## config.mk

```make
export PLATFORM = sky130hd
export DESIGN_NAME = tick_divider_bank
export DESIGN_NICKNAME = d
export VERILOG_FILES = /design/src/rtl/tick_pkg.sv /design/src/rtl/tick_divider_bank_channel.sv /design/src/rtl/tick_divider_bank.sv
export SDC_FILE = /design/constraint.sdc
export NUM_CORES = 1
export LEC_CHECK = 0
export CORE_MARGIN = 2
export CORE_UTILIZATION = 25
export DETAILED_ROUTE_END_ITERATION = 12
export GPL_TIMING_DRIVEN = 0
export SLEW_MARGIN = 20
export SYNTH_ARGS = -nofsm -noshare
export SYNTH_HDL_FRONTEND = slang
export SYNTH_HIERARCHICAL = 1
export SYNTH_SLANG_ARGS = --single-unit
export TNS_END_PERCENT = 10
```

## constraint.sdc

```tcl
create_clock -name clk_1ms -period 5.5 [get_ports clk_1ms]
set_input_delay 1.1 -clock clk_1ms [delete_from_list [all_inputs] [get_ports clk_1ms]]
set_output_delay 1.1 -clock clk_1ms [all_outputs]
set_load 0.02 [all_outputs]
```

## src/rtl/tick_pkg.sv

```systemverilog
// Shared constants, types and the effective-divisor helper for the tick divider bank.
package tick_pkg;

  localparam int unsigned DEFAULT_DIV_C = 10;
  localparam int unsigned MAX_CHANNELS  = 16;
  localparam int unsigned TICK_WIDTH    = 10;

  typedef logic [TICK_WIDTH-1:0] tick_div_t;

  typedef enum logic {
    MODE_PERIODIC = 1'b0,
    MODE_ONESHOT  = 1'b1
  } tick_mode_e;

  // Divisors of 0 and 1 both mean "tick every cycle".
  function automatic logic [31:0] deff_f(input logic [31:0] div);
    return (div <= 32'd1) ? 32'd1 : div;
  endfunction

endpackage

```

## src/rtl/tick_divider_bank_channel.sv

```systemverilog
// One divider slice: counter, runtime divisor and one-shot arm flag.
module tick_channel
  import tick_pkg::*;
#(
  parameter int unsigned WIDTH       = TICK_WIDTH,
  parameter int unsigned DEFAULT_DIV = DEFAULT_DIV_C
) (
  input  logic             clk_1ms,
  input  logic             reset,
  input  logic             en,
  input  logic             oneshot,
  input  logic             load_hit,
  input  logic [WIDTH-1:0] load_div,
  input  logic             freeze,
  output logic             tick,
  output logic             busy
);

  logic [WIDTH-1:0] cnt_q, cnt_d;
  logic [WIDTH-1:0] div_q, div_d;
  logic             armed_q, armed_d;
  logic             tick_q, tick_d;
  logic             busy_q, busy_d;
  logic [WIDTH-1:0] term;
  tick_mode_e       mode;

  assign mode = tick_mode_e'(oneshot);
  assign term = WIDTH'(deff_f(32'(div_q))) - WIDTH'(1);

  // Priority: load, then freeze, then disable, then counting.
  always_comb begin
    cnt_d   = cnt_q;
    div_d   = div_q;
    armed_d = armed_q;
    tick_d  = 1'b0;
    if (load_hit) begin
      div_d = load_div;
      cnt_d = '0;
    end else if (freeze) begin
      cnt_d = cnt_q;
    end else if (!en) begin
      cnt_d   = '0;
      armed_d = 1'b1;
    end else if (mode == MODE_ONESHOT && !armed_q) begin
      cnt_d = '0;
    end else if (cnt_q == term) begin
      cnt_d  = '0;
      tick_d = 1'b1;
      if (mode == MODE_ONESHOT) armed_d = 1'b0;
    end else begin
      cnt_d = cnt_q + WIDTH'(1);
    end
    busy_d = en & armed_d & ~freeze;
  end

  always_ff @(posedge clk_1ms) begin
    if (reset) begin
      cnt_q   <= '0;
      div_q   <= WIDTH'(DEFAULT_DIV);
      armed_q <= 1'b1;
      tick_q  <= 1'b0;
      busy_q  <= 1'b0;
    end else begin
      cnt_q   <= cnt_d;
      div_q   <= div_d;
      armed_q <= armed_d;
      tick_q  <= tick_d;
      busy_q  <= busy_d;
    end
  end

  assign tick = tick_q;
  assign busy = busy_q;

endmodule

```

## src/rtl/tick_divider_bank.sv

```systemverilog
// Bank of CHANNELS independent tick dividers on the 1 ms tick.
// Optional global freeze on `pause` when DIVIDER_PAUSE_EN is defined.
module tick_divider_bank
  import tick_pkg::*;
#(
  parameter int unsigned CHANNELS    = 4,
  parameter int unsigned WIDTH       = TICK_WIDTH,
  parameter int unsigned DEFAULT_DIV = DEFAULT_DIV_C,
  localparam int unsigned SELW       = (CHANNELS > 1) ? $clog2(CHANNELS) : 1
) (
  input  logic                clk_1ms,
  input  logic                reset,
  input  logic [CHANNELS-1:0] en,
  input  logic [CHANNELS-1:0] oneshot,
  input  logic                load,
  input  logic [SELW-1:0]     load_sel,
  input  logic [WIDTH-1:0]    load_div,
  input  logic                pause,
  output logic [CHANNELS-1:0] tick,
  output logic [CHANNELS-1:0] busy
);

  logic                freeze;
  logic [CHANNELS-1:0] load_hit;

`ifdef DIVIDER_PAUSE_EN
  assign freeze = pause;
`else
  logic unused_pause;
  assign unused_pause = pause;
  assign freeze       = 1'b0;
`endif

  // Out-of-range selects match no slice, so such loads are dropped.
  always_comb begin
    load_hit = '0;
    for (int unsigned i = 0; i < CHANNELS; i++) begin
      load_hit[i] = load && (32'(load_sel) == i);
    end
  end

  for (genvar g = 0; g < CHANNELS; g++) begin : g_ch
    tick_channel #(
      .WIDTH      (WIDTH),
      .DEFAULT_DIV(DEFAULT_DIV)
    ) u_ch (
      .clk_1ms (clk_1ms),
      .reset   (reset),
      .en      (en[g]),
      .oneshot (oneshot[g]),
      .load_hit(load_hit[g]),
      .load_div(load_div),
      .freeze  (freeze),
      .tick    (tick[g]),
      .busy    (busy[g])
    );
  end

endmodule
```

==> key figures <==
Run status
  – Status: complete, no violations

STA
  – Max-slew violation count: 0
  – Final setup viols: 0
  – Fmax: about 320 MHz
  – Worst setup margin: between 2 and 2.5 ns
  – Fin crit share: 0.5732
  – Final Hold Viols: 0
  – Clock Skews: between 0.008 and 0.009 ns
  – Max transition margin: 0.1437
  – Worst-margin pin slew: 1.282 ns
  – Setup TNS: 0 ns
  – Final period demand of the worst path: between 3 and 4 ns
  – RSZ-0062 raised after global routing: false
  – Worst Hold Slack: roughly 0.53 ns

Logic synthesis
  – Mux cell area share after synthesis: 0.09474
  – Sequential share of the synthesized area: 0.3321
  – Number of synthesized flops with an enable pin: 0
  – Synth top area cells: dfxtp_1 (33%), mux2i_1 (8.7%), nor2_1 (6.8%)
  – Synthesized flop and latch total: between 90 and 100
  – Yosys top cell area share: 0.3321
  – Netlist cell types: 50
  – Warnings from Yosys: 6
  – Synth async-reset ratio: 0
  – Post-Synth Adder-Cell Area: 0.01805
  – Area of the mapped netlist: about 5500 um2
  – Synth Area in XOR/XNOR: 0.06948
  – Post-synthesis compound-gate area fraction: 0.1678
  – Synth Flop Type: dfxtp_1
  – Leading area contributor after synthesis: dfxtp_1
  – Post-Syn Instances: around 650
  – Largest family of logic cells by synthesized area: simple AND/OR/NAND/NOR gates
  – Mapped Avg Cell Area: 8.546 um2
  – Simple-Gate Fraction of Synth Area: 0.2522

Final layout
  – Area delta synth->final: 18.32%
  – Share of layout cells above drive strength 1: 0.09296
  – Multi-input logic area: approximately 3400 um2
  – Post-Route Utilization: 0.3007
  – Nets: approximately 740
  – Cell Count, Final, Fillers Out: approximately 1000
  – Register area: 1842 um2
  – Fillers: 2328
  – Inserted Diodes: 0
  – Area of all placed cells without fillers: between 6000 and 7000 um2

Placed design
  – Post-placement cell count: approximately 1000
  – Hpwl dp: 9122 um
  – Pre-CTS setup slack: roughly 2.0 ns
  – Port buffer count: 30
  – Area after DPL: around 6300 um2
  – Routability cong.: 0.7870

Worst setup path
  – Crit path max fanout: 10
  – WS Path Type: input pin to flip-flop
  – Startpoint type of the worst setup path: input pin
  – Worst flop-to-flop path startpoint: g_ch[1].u_ch/div_q[6]
  – Critical Path Source: load_sel[1]
  – WP data required: 5.80 ns
  – Crit path capture type: flip-flop
  – CP arrival: around 3.5 ns

CTS
  – Clk_lat worst skew: ~0.35 ns
  – Clk slew on worst S/H paths: ~0.070 ns
  – Clock Sinks: 92
  – Max Root-Sink Buffers: 2
  – Total CTS buffers: 9
  – Clock root buffer: clkbuf_16
  – Post-CTS sizing: 0
  – H-Tree Depth: 3
  – CTS Hold Bufs: 0
  – CTS tree: built
  – Post-CTS setup buffers: 0

Die
  – Initial Util: 0.2542
  – Core area: about 22000 um2
  – Die Span Y: approximately 150 um
  – Num ports: 32
  – Die Wd: about 150 um
  – Die area: between 20000 and 25000 um2
  – Std cell rows: 54

Min path
  – Hold Startpoint: g_ch[2].u_ch/div_q[1]
  – Worst hold-check path type: flip-flop to flip-flop

Global routing
  – Grt total ovfl: 0
  – Grt met3 use: 0.02495
  – Vias in the first global route: about 4200
  – Total track usage: 0.1100
  – Antenna violations before repair: 0
  – First-pass GRT wire length: roughly 21000 um
  – Largest net degree at the start of global routing: 17
  – GRT Max-Usage Layer: met2
  – Grt met1 use: 0.1528
  – GR Util met2: 0.1719

Route
  – Routed WL per cell: ~13 um
  – TritonRoute pass-1 iters: 4
  – Final ANT Viol Nets: 0
  – Total number of vias: 4656
  – Post-Route WL: about 13000 um
  – Drt via density: between 4 and 5
  – First DRT Iteration DRCs: about 280
  – Drt drc: 0

Power
  – Power Dens Cells: about 230 nW/um2
  – Pleak: about 2.8 nW
  – Peak VDD IR: 0.1522 mV
  – Final Power: around 1.5 mW

Job
  – Max cap viols: 0
## worst paths after layout
path              cells past startpoint                    end  slack, ns
hold reg to reg                       2  g_ch[2].u_ch/div_q[1]       0.53
hold / removal                        2  g_ch[2].u_ch/div_q[1]       0.53
setup / recovery                      9  g_ch[1].u_ch/cnt_q[3]       2.35
setup reg to reg                     13  g_ch[1].u_ch/cnt_q[3]       2.38
## critical path, stage by stage
cell	delay, ns
clkdlybuf4s50_1	0.52
and3b_1	0.22
clkbuf_1	0.18
nor2_1	0.18
nand3_1	0.09
a21oi_1	0.60
nor2b_2	0.28
buf_6	0.14
a221o_1	0.15
## power breakdown
group          leakage, nW  switching, mW  total [mW]  internal [mW]
registers            0.746         0.0174       0.697          0.680
logic                 1.85         0.0854       0.163         0.0776
clock network        0.153          0.287       0.656          0.369
## per-layer routing
layer | wire [um] | vias to the layer above
li1 | - | 2425
met1 | 6557 | 2165
met2 | 5528 | 57
met3 | 361 | 9
met4 | 130 | 0
met5 | 0 | -
## layout make-up
type | instances | share of cell area
timing repair buffer | 30 | 0.04576
multi-input combinational | 504 | 0.5182
clock inverter | 6 | 0.01068
tap | 280 | 0.05338
clock buffer | 10 | 0.03642
sequential | 92 | 0.2806
buffer | 44 | 0.04118
inverter | 24 | 0.01373
## cells in the mapped netlist, types with 8 or more instances
cell,n
a21oi_1,20
nor2_1,100
a221o_1,16
a22o_1,16
buf_2,12
nand3_1,40
mux2i_1,48
dfxtp_1,92
or3_1,8
a31oi_1,8
nor3_1,12
o21ai_0,8
inv_1,24
ha_1,8
a21o_1,8
xnor2_1,12
xor2_1,32
nand3b_1,8
nand2_1,36
nor2b_1,8
buf_6,12
clkbuf_1,20
## cell usage in the layout (no fill, tap or decap), types with 8 or more instances in the layout
master,count
nor3_1,12
a31oi_1,8
nor2_1,100
buf_2,12
dfxtp_1,92
nand3_1,40
conb_1,16
a21oi_1,20
nand2_1,36
inv_1,24
clkdlybuf4s50_1,30
buf_6,12
a22o_1,16
mux2i_1,48
ha_1,8
a21o_1,8
clkbuf_1,20
clkbuf_16,9
a221o_1,16
nor2b_1,8
o21ai_0,8
or3_1,8
xor2_1,32
xnor2_1,12
nand3b_1,8
## kinds of logic (layout without fill, tap and decap cells)
group	Yosys count	after routing
mux	52	52
xor+xnor	44	44
other cells	1	16
buf+inv	68	114
flops	92	92
simple gates	268	268
fa+ha+maj	8	8
compound gates	116	116
## state kept, by name, indices dropped and copies added (netlist names)
register / cells
g_ch.u_ch/armed_q: 4
g_ch.u_ch/busy: 4
g_ch.u_ch/cnt_q: 40
g_ch.u_ch/div_q: 40
g_ch.u_ch/tick: 4
No activity file was read; power rests on OpenSTA's default activity.
